File: src/rtl/purse_pkg.sv
// Shared types and cost/limit tables for the battle-field economy controller.
// Pure combinational lookups; no latency.
// No flow control; callers index the tables directly.
package purse_pkg;

  typedef enum logic [1:0] {
    IDLE  = 2'd0,
    RUN   = 2'd1,
    PAUSE = 2'd2
  } state_t;

  // Money needed to deploy each army type.
  function automatic logic [15:0] unit_cost(input int idx);
    case (idx)
      0:       unit_cost = 16'd75;
      1:       unit_cost = 16'd150;
      2:       unit_cost = 16'd240;
      3:       unit_cost = 16'd350;
      4:       unit_cost = 16'd750;
      5:       unit_cost = 16'd1500;
      6:       unit_cost = 16'd2000;
      7:       unit_cost = 16'd2400;
      default: unit_cost = 16'hFFFF;
    endcase
  endfunction

  // Purse capacity at each level.
  function automatic logic [15:0] purse_max(input int lvl);
    case (lvl)
      0:       purse_max = 16'd150;
      1:       purse_max = 16'd300;
      2:       purse_max = 16'd500;
      3:       purse_max = 16'd1000;
      4:       purse_max = 16'd2000;
      5:       purse_max = 16'd4000;
      6:       purse_max = 16'd6000;
      default: purse_max = 16'd9999;
    endcase
  endfunction

  // Cost of moving from level lvl to lvl+1; all-ones once no upgrade exists.
  function automatic logic [15:0] purse_up_cost(input int lvl);
    case (lvl)
      0:       purse_up_cost = 16'd100;
      1:       purse_up_cost = 16'd200;
      2:       purse_up_cost = 16'd400;
      3:       purse_up_cost = 16'd800;
      4:       purse_up_cost = 16'd1400;
      5:       purse_up_cost = 16'd3000;
      6:       purse_up_cost = 16'd5000;
      default: purse_up_cost = 16'hFFFF;
    endcase
  endfunction

  // Ticks a unit type stays unavailable after a deploy.
  function automatic logic [15:0] unit_cd(input int idx);
    case (idx)
      0:       unit_cd = 16'd20;
      1:       unit_cd = 16'd30;
      2:       unit_cd = 16'd40;
      3:       unit_cd = 16'd60;
      4:       unit_cd = 16'd100;
      5:       unit_cd = 16'd150;
      6:       unit_cd = 16'd200;
      default: unit_cd = 16'd250;
    endcase
  endfunction

endpackage

File: src/rtl/unit_cooldown.sv
// Per-unit deploy cooldown counter: reloads on grant, counts down on game ticks.
// busy is registered; a load becomes visible one cycle after it is applied.
// No flow control; load beats the tick decrement, clr beats both.
module unit_cooldown #(
  parameter int CD_W = 8
) (
  input  logic            clk,
  input  logic            rst_n,
  input  logic            clr,
  input  logic            load,
  input  logic [CD_W-1:0] value,
  input  logic            tick,
  output logic            busy
);

  logic [CD_W-1:0] cnt;

  // Counter: new game clears, a grant reloads, a tick drains toward zero.
  always_ff @(posedge clk or negedge rst_n) begin
    if (!rst_n) begin
      cnt <= '0;
    end else if (clr) begin
      cnt <= '0;
    end else if (load) begin
      cnt <= value;
    end else if (tick && (cnt != '0)) begin
      cnt <= cnt - 1'b1;
    end
  end

  assign busy = (cnt != '0);

endmodule

File: src/rtl/purse_deploy_ctrl.sv
// Economy controller: tick income, deploy/upgrade arbitration, per-unit cooldowns (PURSE_COOLDOWN_EN).
// Requests are captured at one edge and answered, with money/level updated, at the next edge.
// No backpressure; every request gets exactly one ack or nack pulse, nack outside RUN.
module purse_deploy_ctrl
  import purse_pkg::*;
#(
  parameter int MONEY_W     = 15,
  parameter int N_UNITS     = 8,
  parameter int LVL_W       = 3,
  parameter int CD_W        = 8,
  parameter int INCOME_BASE = 5,
  parameter int INCOME_STEP = 3
) (
  input  logic                       clk,
  input  logic                       rst_n,
  input  logic                       tick,
  input  logic                       start,
  input  logic                       pause,
  input  logic                       clear,
  input  logic                       deploy_req,
  input  logic [$clog2(N_UNITS)-1:0] deploy_unit,
  output logic                       deploy_ack,
  output logic                       deploy_nack,
  input  logic                       upgrade_req,
  output logic                       upgrade_ack,
  output logic                       upgrade_nack,
  output logic [MONEY_W-1:0]         money,
  output logic [LVL_W-1:0]           level,
  output logic [MONEY_W-1:0]         max_money,
  output logic [MONEY_W-1:0]         upgrade_cost,
  output logic [N_UNITS-1:0]         cd_busy,
  output logic                       running
);

  localparam int UNIT_W = $clog2(N_UNITS);
  localparam logic [LVL_W-1:0] LVL_MAX = '1;

  state_t              state;
  logic                tick_q;
  logic                dep_q;
  logic                up_q;
  logic [UNIT_W-1:0]   unit_q;
  logic [N_UNITS-1:0]  cd_busy_w;

  logic                is_run;
  logic                unit_ok;
  logic [MONEY_W-1:0]  dep_cost;
  logic                dep_grant;
  logic [MONEY_W-1:0]  money_a;
  logic [MONEY_W-1:0]  up_cost;
  logic                up_grant;
  logic [MONEY_W-1:0]  money_b;
  logic [LVL_W-1:0]    level_n;
  logic [MONEY_W:0]    income;
  logic [MONEY_W:0]    sum;
  logic [MONEY_W:0]    cap;
  logic [MONEY_W-1:0]  money_n;

  // Request capture stage; reset drops anything in flight so nothing is answered afterwards.
  always_ff @(posedge clk or negedge rst_n) begin
    if (!rst_n) begin
      tick_q <= 1'b0;
      dep_q  <= 1'b0;
      up_q   <= 1'b0;
      unit_q <= '0;
    end else begin
      tick_q <= tick;
      dep_q  <= deploy_req;
      up_q   <= upgrade_req;
      unit_q <= deploy_unit;
    end
  end

  // A clear in the answering cycle wins: the game is being torn down, so refuse.
  assign is_run   = (state == RUN) && !clear;
  assign unit_ok  = (int'(unit_q) < N_UNITS);

  // Deploy first, from registered money and cooldown.
  assign dep_cost  = MONEY_W'(unit_cost(int'(unit_q)));
  assign dep_grant = dep_q && is_run && unit_ok && !cd_busy_w[unit_q] && (money_r_ge_cost());
  assign money_a   = dep_grant ? (money - dep_cost) : money;

  // Upgrade sees what is left after the deploy.
  assign up_cost  = MONEY_W'(purse_up_cost(int'(level)));
  assign up_grant = up_q && is_run && (level != LVL_MAX) && (money_a >= up_cost);
  assign money_b  = up_grant ? (money_a - up_cost) : money_a;
  assign level_n  = up_grant ? (level + 1'b1) : level;

  // Income uses the post-upgrade level, then clamp to that level's purse.
  assign income  = (tick_q && is_run) ?
                   (MONEY_W+1)'(INCOME_BASE + INCOME_STEP * int'(level_n)) : '0;
  assign sum     = {1'b0, money_b} + income;
  assign cap     = (MONEY_W+1)'(purse_max(int'(level_n)));
  assign money_n = (sum > cap) ? cap[MONEY_W-1:0] : sum[MONEY_W-1:0];

  function automatic logic money_r_ge_cost();
    return (money >= dep_cost);
  endfunction

  // Game state, purse and one-cycle response pulses.
  always_ff @(posedge clk or negedge rst_n) begin
    if (!rst_n) begin
      state        <= IDLE;
      money        <= '0;
      level        <= '0;
      deploy_ack   <= 1'b0;
      deploy_nack  <= 1'b0;
      upgrade_ack  <= 1'b0;
      upgrade_nack <= 1'b0;
    end else begin
      deploy_ack   <= dep_grant;
      deploy_nack  <= dep_q && !dep_grant;
      upgrade_ack  <= up_grant;
      upgrade_nack <= up_q && !up_grant;
      if (clear) begin
        state <= IDLE;
        money <= '0;
        level <= '0;
      end else begin
        money <= money_n;
        level <= level_n;
        case (state)
          IDLE:    if (start) state <= RUN;
          RUN:     if (pause) state <= PAUSE;
          PAUSE:   if (start) state <= RUN;
          default: state <= IDLE;
        endcase
      end
    end
  end

`ifdef PURSE_COOLDOWN_EN
  // One countdown per unit type; ticks only count while the game runs.
  for (genvar i = 0; i < N_UNITS; i++) begin : g_cd
    unit_cooldown #(.CD_W(CD_W)) u_cd (
      .clk   (clk),
      .rst_n (rst_n),
      .clr   (clear),
      .load  (dep_grant && (unit_q == UNIT_W'(i))),
      .value (CD_W'(unit_cd(i))),
      .tick  (tick_q && is_run),
      .busy  (cd_busy_w[i])
    );
  end
`else
  // Without cooldowns a unit is always available; deploys are gated by money and state.
  logic [CD_W-1:0] unused_cd_w;
  assign unused_cd_w = CD_W'(unit_cd(int'(unit_q)));
  assign cd_busy_w   = '0;
`endif

  assign cd_busy      = cd_busy_w;
  assign running      = (state == RUN);
  assign max_money    = MONEY_W'(purse_max(int'(level)));
  assign upgrade_cost = up_cost;

endmodule
File: config.mk
export PLATFORM = sky130hd
export DESIGN_NAME = purse_deploy_ctrl
export DESIGN_NICKNAME = d
export VERILOG_FILES = /design/src/rtl/purse_pkg.sv /design/src/rtl/unit_cooldown.sv /design/src/rtl/purse_deploy_ctrl.sv
export SDC_FILE = /design/constraint.sdc
export NUM_CORES = 1
export LEC_CHECK = 0
export CORE_MARGIN = 2
export CORE_UTILIZATION = 46
export CTS_CLUSTER_DIAMETER = 50
export DETAILED_ROUTE_END_ITERATION = 8
export PLACE_DENSITY = 0.7
export SYNTH_ARGS = -nofsm -noshare
export SYNTH_HDL_FRONTEND = slang
export SYNTH_SLANG_ARGS = --single-unit
File: constraint.sdc
create_clock -name clk -period 23.1 [get_ports clk]
set_input_delay 4.62 -clock clk [delete_from_list [all_inputs] [get_ports clk]]
set_output_delay 4.62 -clock clk [all_outputs]
set_load 0.05 [all_outputs]
Yosys cells after proc, flatten, opt, wreduce, memory -nomap -nowiden:

Memories as Yosys holds them, arrays and structs flattened.
Index checks and enable logic that the tools add are counted.

* flip-flop bits (word level): 30
* bits in read-only memories: 104
* input port bits: 11
* output and inout bits: 61
* word-level logic and storage cells: 74
* memories kept: 2

* add/subtract/negate cells: 5
* $mul: 1
* $lt $le $gt $ge: 4
* equal/unequal tests: 17
* muxes and demuxes: 15
* reductions and logical operators: 19

Memory list
* (name not given): depth 8, bits a word 12, rd ports 1, clocked after memory_dff 0, write ports 0, RTL line purse_pkg.sv:14 `case (idx)`
* (name not given): depth 8, bits a word 1, rd ports 1, clocked after memory_dff 0, write ports 0, RTL line purse_deploy_ctrl.sv:80 `assign dep_grant = dep_q && is_run && unit_ok && !cd_busy_w[unit_q] && (money_r_ge_cost());`

Operators with widths (count)
* 14-bit case mux with 7 select lines: 2
* 15-bit case mux with 7 select lines: 1
* 15-bit 2-to-1 mux: 4
* 15-bit greater-or-equal comparator: 2
* 15-bit subtractor: 2
* 3-bit equality test (second input constant): 6
* 15-bit by 6-bit adder with 16-bit output: 1
* 16-bit > comparator: 1
* 3-bit by 2-bit equality test with 1-bit output (second input constant): 4
* 1-bit logical AND: 10
* 3-bit by 5-bit adder with 6-bit output (first input constant): 1
* 3-bit by 1-bit equality test with 1-bit output (second input constant): 2
* 3-bit zero test: 2
* 2-bit 2-to-1 mux: 3
* 3-bit 2-to-1 mux: 2
* 6-bit 2-to-1 mux: 1
* 3-bit inequality test (second input constant): 2
* 2-bit by 3-bit multiplier with 5-bit output (first input constant): 1
* 1-bit zero test: 4
* 3-bit by 4-bit less-than comparator with 1-bit output (second input constant): 1
* 2-bit case mux with 2 select lines: 1
* 3-bit by 1-bit adder with 3-bit output (second input constant): 1
* 3-bit by 1-bit inequality test with 1-bit output (second input constant): 1
* 2-bit by 1-bit equality test with 1-bit output (second input constant): 1
* 5 further kinds: 5

Longest topological paths before layout:

Gate-level depths: netlist of run 1.

* depth in word-level cells: 16
* gate-level depth with buffers: 47
* mapped depth without buffers: 44

Worst setup path before layout of run 1:

No wires, ideal clock.

* path kind: in2reg
* from: input port clear
* to: register money[2]
* library setup time: 0.125 ns
* data arrival time: 12.170 ns
* data required time: 22.975 ns
* path slack: 10.805 ns
* cell stages on the path: 38
* buffers on the path: 3
* cells stage by stage: nor3b_2 > nand2_1 > a31o_4 > inv_2 > buf_4 > mux2_2 > ha_1 > a21o_1 > or3_1 > o21ai_2 > o41ai_4 > nor2_4 > inv_4 > buf_2 > a21oi_1 > inv_1 > ha_1 > xnor2_1 > [2 not listed] > fa_1 > inv_1 > a21oi_1 > o21bai_1 > a21oi_1 > nor4_1 > nor2_1 > or3b_2 > and2_1 > ha_1 > nand3_1 > nor3_1 > o21ai_0 > a31oi_1 > nor2b_1 > mux2_4 > buf_12 > mux2_4

* cells in the longest elaborated chain, start to end: 16
* elaborated cells between the ends (all ways): 29
* those cells by class: add/sub: 3; mul: 1; order compare: 2; eq/ne: 6; mux: 7; reduce/logical: 10

RTL lines
* from (decl): RTL line purse_deploy_ctrl.sv:19 `input logic clear,`
* 1-bit zero test *: RTL line purse_deploy_ctrl.sv:75 `assign is_run = (state == RUN) && !clear;`
* 1-bit logical AND *: RTL line purse_deploy_ctrl.sv:75
* 1-bit logical AND * (3 in a row): RTL line purse_deploy_ctrl.sv:80
* via dep_grant: RTL line purse_deploy_ctrl.sv:48 `logic dep_grant;`
* 15-bit 2-to-1 mux *: RTL line purse_deploy_ctrl.sv:81 `assign money_a = dep_grant ? (money - dep_cost) : money;`
* 15-bit greater-or-equal comparator: RTL line purse_deploy_ctrl.sv:85 `assign up_grant = up_q && is_run && (level != LVL_MAX) && (money_a >= up_cost);`
* 1-bit logical AND: RTL line purse_deploy_ctrl.sv:85
* 3-bit 2-to-1 mux: RTL line purse_deploy_ctrl.sv:87 `assign level_n = up_grant ? (level + 1'b1) : level;`
* 2-bit by 3-bit multiplier with 5-bit output: RTL line purse_deploy_ctrl.sv:91 `(MONEY_W+1)'(INCOME_BASE + INCOME_STEP * int'(level_n)) : '0;`
* 3-bit by 5-bit adder with 6-bit output: RTL line purse_deploy_ctrl.sv:91
* 6-bit 2-to-1 mux: RTL line purse_deploy_ctrl.sv:90 `assign income = (tick_q && is_run) ?`
* 15-bit by 6-bit adder with 16-bit output: RTL line purse_deploy_ctrl.sv:92 `assign sum = {1'b0, money_b} + income;`
* 16-bit > comparator: RTL line purse_deploy_ctrl.sv:94 `assign money_n = (sum > cap) ? cap[MONEY_W-1:0] : sum[MONEY_W-1:0];`
* 15-bit 2-to-1 mux *: RTL line purse_deploy_ctrl.sv:94
* 15-bit 2-to-1 mux *: RTL line purse_deploy_ctrl.sv:115 `if (clear) begin`
* to (signal assigned): RTL line purse_deploy_ctrl.sv:120 `money <= money_n;`
* to (decl): RTL line purse_deploy_ctrl.sv:27 `output logic [MONEY_W-1:0] money,`

Mark *: on every way through the listed nets, which the timed path passes. The rest lies on a longest branch.
A chain may end at the register's enable or synchronous reset.

Worst setup path in the final report of run 1:

* from: input port clear
* to: register money[1]

* cells in the longest elaborated chain, start to end: 16
* elaborated cells between the ends (all ways): 29
* those cells by class: add/sub: 3; mul: 1; order compare: 2; eq/ne: 6; mux: 7; reduce/logical: 10

RTL lines (RTL line)
* 1-bit zero test: purse_deploy_ctrl.sv:75
* 1-bit logical AND: purse_deploy_ctrl.sv:75
* 1-bit logical AND (3 in a row): purse_deploy_ctrl.sv:80
* 15-bit 2-to-1 mux: purse_deploy_ctrl.sv:81
* 15-bit greater-or-equal comparator: purse_deploy_ctrl.sv:85
* 1-bit logical AND: purse_deploy_ctrl.sv:85
* 3-bit 2-to-1 mux: purse_deploy_ctrl.sv:87
* 2-bit by 3-bit multiplier with 5-bit output: purse_deploy_ctrl.sv:91
* 3-bit by 5-bit adder with 6-bit output: purse_deploy_ctrl.sv:91
* 6-bit 2-to-1 mux: purse_deploy_ctrl.sv:90
* 15-bit by 6-bit adder with 16-bit output: purse_deploy_ctrl.sv:92
* 16-bit > comparator: purse_deploy_ctrl.sv:94
* 15-bit 2-to-1 mux: purse_deploy_ctrl.sv:94
* 15-bit 2-to-1 mux *: purse_deploy_ctrl.sv:115

Every way passes the cells marked *; elsewhere a longest branch is shown, timed or not.

==> results.yml, run 1 <==
status:
  status: "finished, final reports clean"
floorplanning:
  coreArea_um2: 10280
  dieArea_um2: 11340
  die_x_um: 106.5
  boundaryPins: 72
  die_h_um: 106.5
  rows: 37
  initial_utilization: 0.4703
cells_and_area:
  drive_above_1_share: 0.07424
  design_area_um2: 5553
  multi_input_area_um2: 3700
  area_growth_pct: 14.88
  final.fill_count: 982
  diodes: 0
  ff_latch_area_um2: 750.7
  final_nets: 741
job:
  drv_cap: 0
grt:
  grt_pass1_vias: 4448
  globalRouteOverflowTotal: 0
  grt_start_max_net_pins: 31
  grtUsageTotal: 0.2434
  grt_antenna_before_repair: 0
  grt_pass1_wl_um: 22100
placed_design:
  dp_hpwl_um: 11340
  place_area_um2: 5458
  gp_congestion: 0.9459
  pre_cts_ws_ns: 8.857
  numPortBuffers: 62
clocking:
  postCtsSetupBuffers: 0
  clkSlewWorstSetupHoldPaths_ns: 0.08
  clock_latency_ns: 0.28
  cts_tree: "built"
  postCtsHoldBufs: 0
  root_buffer: "clkbuf_8"
  cts.path.max_buffers: 2
  htreeDepth: 2
  cts_buffers: 5
  clock_sinks: 30
  ctsResizeCount: 0
power:
  p_leak_nw: 2.669
  p_total_uw: 508.7
  ir_drop_uv: 44.64
  powerDensity_nw_per_um2: 91.60
route:
  wl_per_cell_um: 17.26
  drc: 0
  drt-initial-drc-count: 313
  viasPerCell: 5.780
  drtAntennaViolNets: 0
  vias: 4601
  firstDrtPassIters: 7
  wirelength_um: 13740
setup_path:
  worstPathArrival_ns: 14.33
  critPathLaunchType: "input pin"
  required_ns: 23.28
  end_kind: "flip-flop"
  crit_path_top_delay_cell: "clkdlybuf4s50_1"
  startpoint: "clear"
  crit_type: "input pin to flip-flop"
  rr_startpoint: "unit_q[0]"
  worst-path-max-fanout: 28
  slowest_delay_ns: 0.71
hold_path:
  hp-class: "flip-flop to flip-flop"
  min_from: "up_q"
timing:
  whs_ns: 0.5746
  fin_crit_sh: 0.6127
  setup-tns-final_ns: 0
  fin_skew_ns: 0.01216
  rsz0062_at_grt: "false"
  max_freq_mhz: 70.65
  hold_viol_final: 0
  setup_viol: 0
  relSlewSlack: 0.4604
  tightest_slew_ns: 0.8036
  finalWorstPathRequiredPeriod_ns: 14.15
  finalWorstSetupSlack_ns: 8.947
  finalMaxSlewViolations: 0
logic_synthesis:
  seq_area_frac_synth: 0.1553
  synth-seq-cells: 30
  synth-edff-count: 0
  ys_types: 71
  syn_area_per_cell_um2: 7.898
  synthArstFlopShare: 1.000
  syn_inst: 612
  synth_area_um2: 4833
  synthFlopType: "dfrtp_1"
  yosysWarnings: 0
## cell type report
cell class	count	share of cell area
multi-input cells	504	0.6663
repair buffers	63	0.1131
well taps	136	0.03064
clock buffers	6	0.01487
clock inverters	2	0.002253
flip-flops and latches	30	0.1352
inverters	55	0.03763
## report_power, final
part	switching (mW)	internal, mW	leakage, nW	total (mW)
combinational	0.243	0.148	2.23	0.390
clock	0.0214	0.0239	0.0472	0.0453
sequential	0.0127	0.0602	0.388	0.0730
total	0.277	0.232	2.67	0.509
## metal layers
metal,vias up,share of wire,track usage
li1,2244,-,-
met1,2166,0.45,0.3245
met2,163,0.47,0.4103
met3,28,0.049,0.02820
met4,0,0.026,0.07885
met5,-,0,0
## through the flow
step / cells / util
2_1_floorplan: 621 / -
3_3_place_gp: 788 / 0.5310
3_5_place_dp: 788 / 0.5310
4_1_cts: 796 / 0.5403
5_1_grt: 796 / 0.5403
6_report: 796 / 0.5403
## worst paths after layout
kind                                end  slack [ns]  cells after the start
min in group asynchronous      money[1]        4.73                      2
max in group asynchronous     unit_q[0]       18.09                      2
min                        upgrade_nack        0.57                      1
max reg2reg                    money[1]       12.07                     43
min reg2reg                upgrade_nack        0.57                      1
max                            money[1]        8.95                     38
## Yosys cell counts (3+ instances only)
cell type | instances | area share
a21oi_1 | 39 | 0.040
nor2_1 | 50 | 0.039
o21ai_0 | 27 | 0.028
or3_1 | 13 | 0.017
inv_2 | 3 | 0.0023
a21o_1 | 8 | 0.012
buf_2 | 6 | 0.0062
fa_1 | 4 | 0.017
inv_1 | 50 | 0.039
a31oi_1 | 3 | 0.0039
nand3_1 | 14 | 0.014
ha_1 | 67 | 0.17
nand4_1 | 8 | 0.010
nand2_1 | 60 | 0.047
o21a_1 | 13 | 0.020
buf_4 | 17 | 0.026
or2_2 | 5 | 0.0065
xor2_1 | 8 | 0.014
o221ai_1 | 3 | 0.0054
nand2b_1 | 5 | 0.0065
and2_1 | 11 | 0.014
nor4_1 | 4 | 0.0052
xnor2_1 | 15 | 0.027
a21oi_2 | 3 | 0.0054
o211ai_1 | 3 | 0.0047
a211oi_1 | 8 | 0.012
mux2_2 | 7 | 0.016
o2111ai_1 | 3 | 0.0054
and3_1 | 5 | 0.0065
mux2i_1 | 24 | 0.050
nor3_1 | 20 | 0.021
nor2b_1 | 10 | 0.013
mux2_4 | 5 | 0.016
dfrtp_1 | 30 | 0.16
o21bai_1 | 7 | 0.011
clkbuf_1 | 8 | 0.0062
## kinds of logic (layout without fill, tap and decap cells)
logic type      count (synthesis)  after routing  synth area share
simple gates                  218            218            0.2296
compound gates                146            146            0.2149
buf+inv                        87            126           0.08620
fa+ha+maj                      71             71            0.1900
mux                            36             36           0.08154
flops                          30             30            0.1553
xor+xnor                       23             23           0.04168
other cells                     1             10         0.0007759
## critical path: cells and delay by family
kind | cells | cell delay, ns
mux | 3 | 1.18
xor+xnor | 1 | 0.13
compound gates | 10 | 2.33
buf+inv | 7 | 1.61
fa+ha+maj | 4 | 1.32
simple gates | 13 | 3.11
## sequential cells by signal (all words and copies together) (netlist names)
name and cells:
money 15, level 3, unit_q 3, state 2, dep_q 1, deploy_ack 1
deploy_nack 1, tick_q 1, up_q 1, upgrade_ack 1, upgrade_nack 1
## cells in the final DEF, fill, tap and decap left out, types with 4 or more instances in the layout
cell and n:
dfrtp_1 30, or3_1 13, a21o_1 8, nor2b_1 10, nor4_1 4, fa_1 4
mux2_4 5, nand4_1 8, and2_1 11, clkbuf_8 6, a21oi_1 39, conb_1 10
nor3_1 20, xor2_1 8, o21a_1 13, mux2_2 7, nand2b_1 5, o21bai_1 7
ha_1 67, nand2_1 60, or2_2 5, o21ai_0 27, xnor2_1 15, a211oi_1 8
nand3_1 14, clkdlybuf4s50_1 62, mux2i_1 24, and3_1 5, inv_1 50, nor2_1 50
(Power assumes the default switching activity.)
==> run 2: changes to the inputs <==
==> constraint.sdc (replaced) <==
create_clock -name clk -period 14.2 [get_ports clk]
set_input_delay 2.84 -clock clk [delete_from_list [all_inputs] [get_ports clk]]
set_output_delay 2.84 -clock clk [all_outputs]
set_load 0.05 [all_outputs]
==> run 2 against run 1 <==
Compared with the run above:
- die area did not move
- clock power rose by 140%
- count of clock-buffer cells in the layout did not move
- global-route usage rose by 0.20 points
- flip-flop and latch count did not move
- clock skew rose by 0.0015 ns
- sequential share of layout area fell by 0.11 points
- final area rose by 0.86%
- critical path type unchanged
- setup slack got worse by 7.1 ns
- critical path depth did not move
- non-clock buffer count did not move
- combinational power rose by 63%
==> results.yml, run 2 (synthesis results as in run 1) <==
timing:
  relSlewSlack: 0.4500
  setup-tns-final_ns: 0
  finalWorstPathRequiredPeriod_ns: 12.35
  rsz0062_at_grt: "false"
  setup_viol: 0
  max_freq_mhz: 80.96
  fin_skew_ns: 0.01364
  hold_viol_final: 0
  finalMaxSlewViolations: 0
  whs_ns: 0.5877
  fin_crit_sh: 0.8698
  tightest_slew_ns: 0.8191
cells_and_area:
  diodes: 0
  regMostFlops: "money"
  final.fill_count: 961
  stdcell_count: 796
  multi_input_area_um2: 3700
  area_growth_pct: 15.87
  reg.largest.list: "money: 15 flops, level: 3 flops, unit_q: 3 flops"
  final_nets: 741
  mostFrequentLayoutCells: "ha_1 (67), clkdlybuf4s50_1 (62), nand2_1 (60), inv_1 (50), nor2_1 (50)"
  mostFrequentLayoutCell: "ha_1"
  largest_reg_flops: 15
  drive_above_1_share: 0.07424
  ff_latch_area_um2: 750.7
hold_path:
  hp-class: "flip-flop to flip-flop"
floorplanning:
  die_h_um: 106.5
  initial_utilization: 0.4703
  dieArea_um2: 11340
  die_x_um: 106.5
  rows: 37
  boundaryPins: 72
  coreArea_um2: 10280
route:
  drc: 0
  wl_per_cell_um: 17.41
  vias: 4606
  firstDrtPassIters: 4
  wirelength_um: 13860
  drt-initial-drc-count: 343
  drtAntennaViolNets: 0
  viasPerCell: 5.786
clocking:
  postCtsHoldBufs: 0
  cts_buffers: 5
  clkSlewWorstSetupHoldPaths_ns: 0.07
  ctsResizeCount: 0
  postCtsSetupBuffers: 0
  cts.path.max_buffers: 2
  htreeDepth: 2
  clock_sinks: 30
  clock_latency_ns: 0.29
  root_buffer: "clkbuf_8"
  cts_tree: "built"
setup_path:
  end_kind: "flip-flop"
  critPathLaunchType: "input pin"
  slowest_delay_ns: 0.72
  worst-path-max-fanout: 28
  required_ns: 14.38
  crit_path_top_delay_cell: "clkdlybuf4s50_1"
  crit_type: "input pin to flip-flop"
  worstPathArrival_ns: 12.53
placed_design:
  gp_congestion: 0.9459
  placed_cells: 788
  numPortBuffers: 62
  dp_hpwl_um: 11370
power:
  ir_drop_uv: 75.99
  p_leak_nw: 2.693
  powerDensity_nw_per_um2: 154.2
status:
  status: "finished, final reports clean"
grt:
  grtUsageTotal: 0.2455
  grt_start_max_net_pins: 31
  grt_pass1_vias: 4518
  globalRouteOverflowTotal: 0
  grt_antenna_before_repair: 0
  grt_pass1_wl_um: 22260
job:
  drv_cap: 0
==> run 2: cell types whose count changed in the layout (fill, tap and decap cells not counted), sizes merged <==
cell	before	now
clkinv	2	1
bufinv	0	2
clkinvlp	1	0
==> run 2: cell type report <==
type                       instances  share of cell area
inverter                          55             0.03731
timing repair buffer              63              0.1122
multi-input combinational        504              0.6606
clock buffer                       6             0.01475
clock inverter                     2             0.01072
tap                              136             0.03038
sequential                        30              0.1340
==> run 2: worst paths after layout <==
check	from	endpoint	slack [ns]	depth (start not counted)
max	clear	money[1]	1.85	38
min	dep_q	deploy_nack	0.59	1
max reg2reg	unit_q[0]	money[1]	3.17	43
min reg2reg	dep_q	deploy_nack	0.59	1
max in group asynchronous	rst_n	deploy_nack	10.96	2
min in group asynchronous	rst_n	level[2]	2.94	2
==> run 2: critical path: cells and delay by family <==
family	cells	cell delay, ns
muxes	3	1.16
and+or+nand+nor	13	3.09
AOI/OAI and AO/OA	10	2.33
xor gates and xnor gates	1	0.13
adders and majority gates	4	1.33
buffers and inverters	7	1.63
==> run 2: layer usage <==
metal	up-vias	track usage	wire length (µm)
met3	24	0.02391	718
met1	2181	0.3275	6295
met5	-	0	0
met4	0	0.09369	415
met2	154	0.4098	6428
li1	2247	-	-
==> run 2: where the power goes <==
part / switching, mW / leakage [nW] / total (mW) / internal, mW
logic: 0.395 / 2.23 / 0.635 / 0.240
clock network: 0.0356 / 0.0714 / 0.110 / 0.0749
registers: 0.0203 / 0.388 / 0.118 / 0.0980
==> run 2: metrics by stage <==
step                utilization  setup WS, ns  power (mW)  area, µm²
floorplan                     -         3.685      0.5997       4867
CTS                      0.5449         1.971      0.8543       5600
global route             0.5449         1.164      0.9251       5600
finish                   0.5449         1.848      0.8637       5600
detailed placement       0.5310         1.701      0.7407       5458
global placement         0.5310         2.103      0.7296       5458
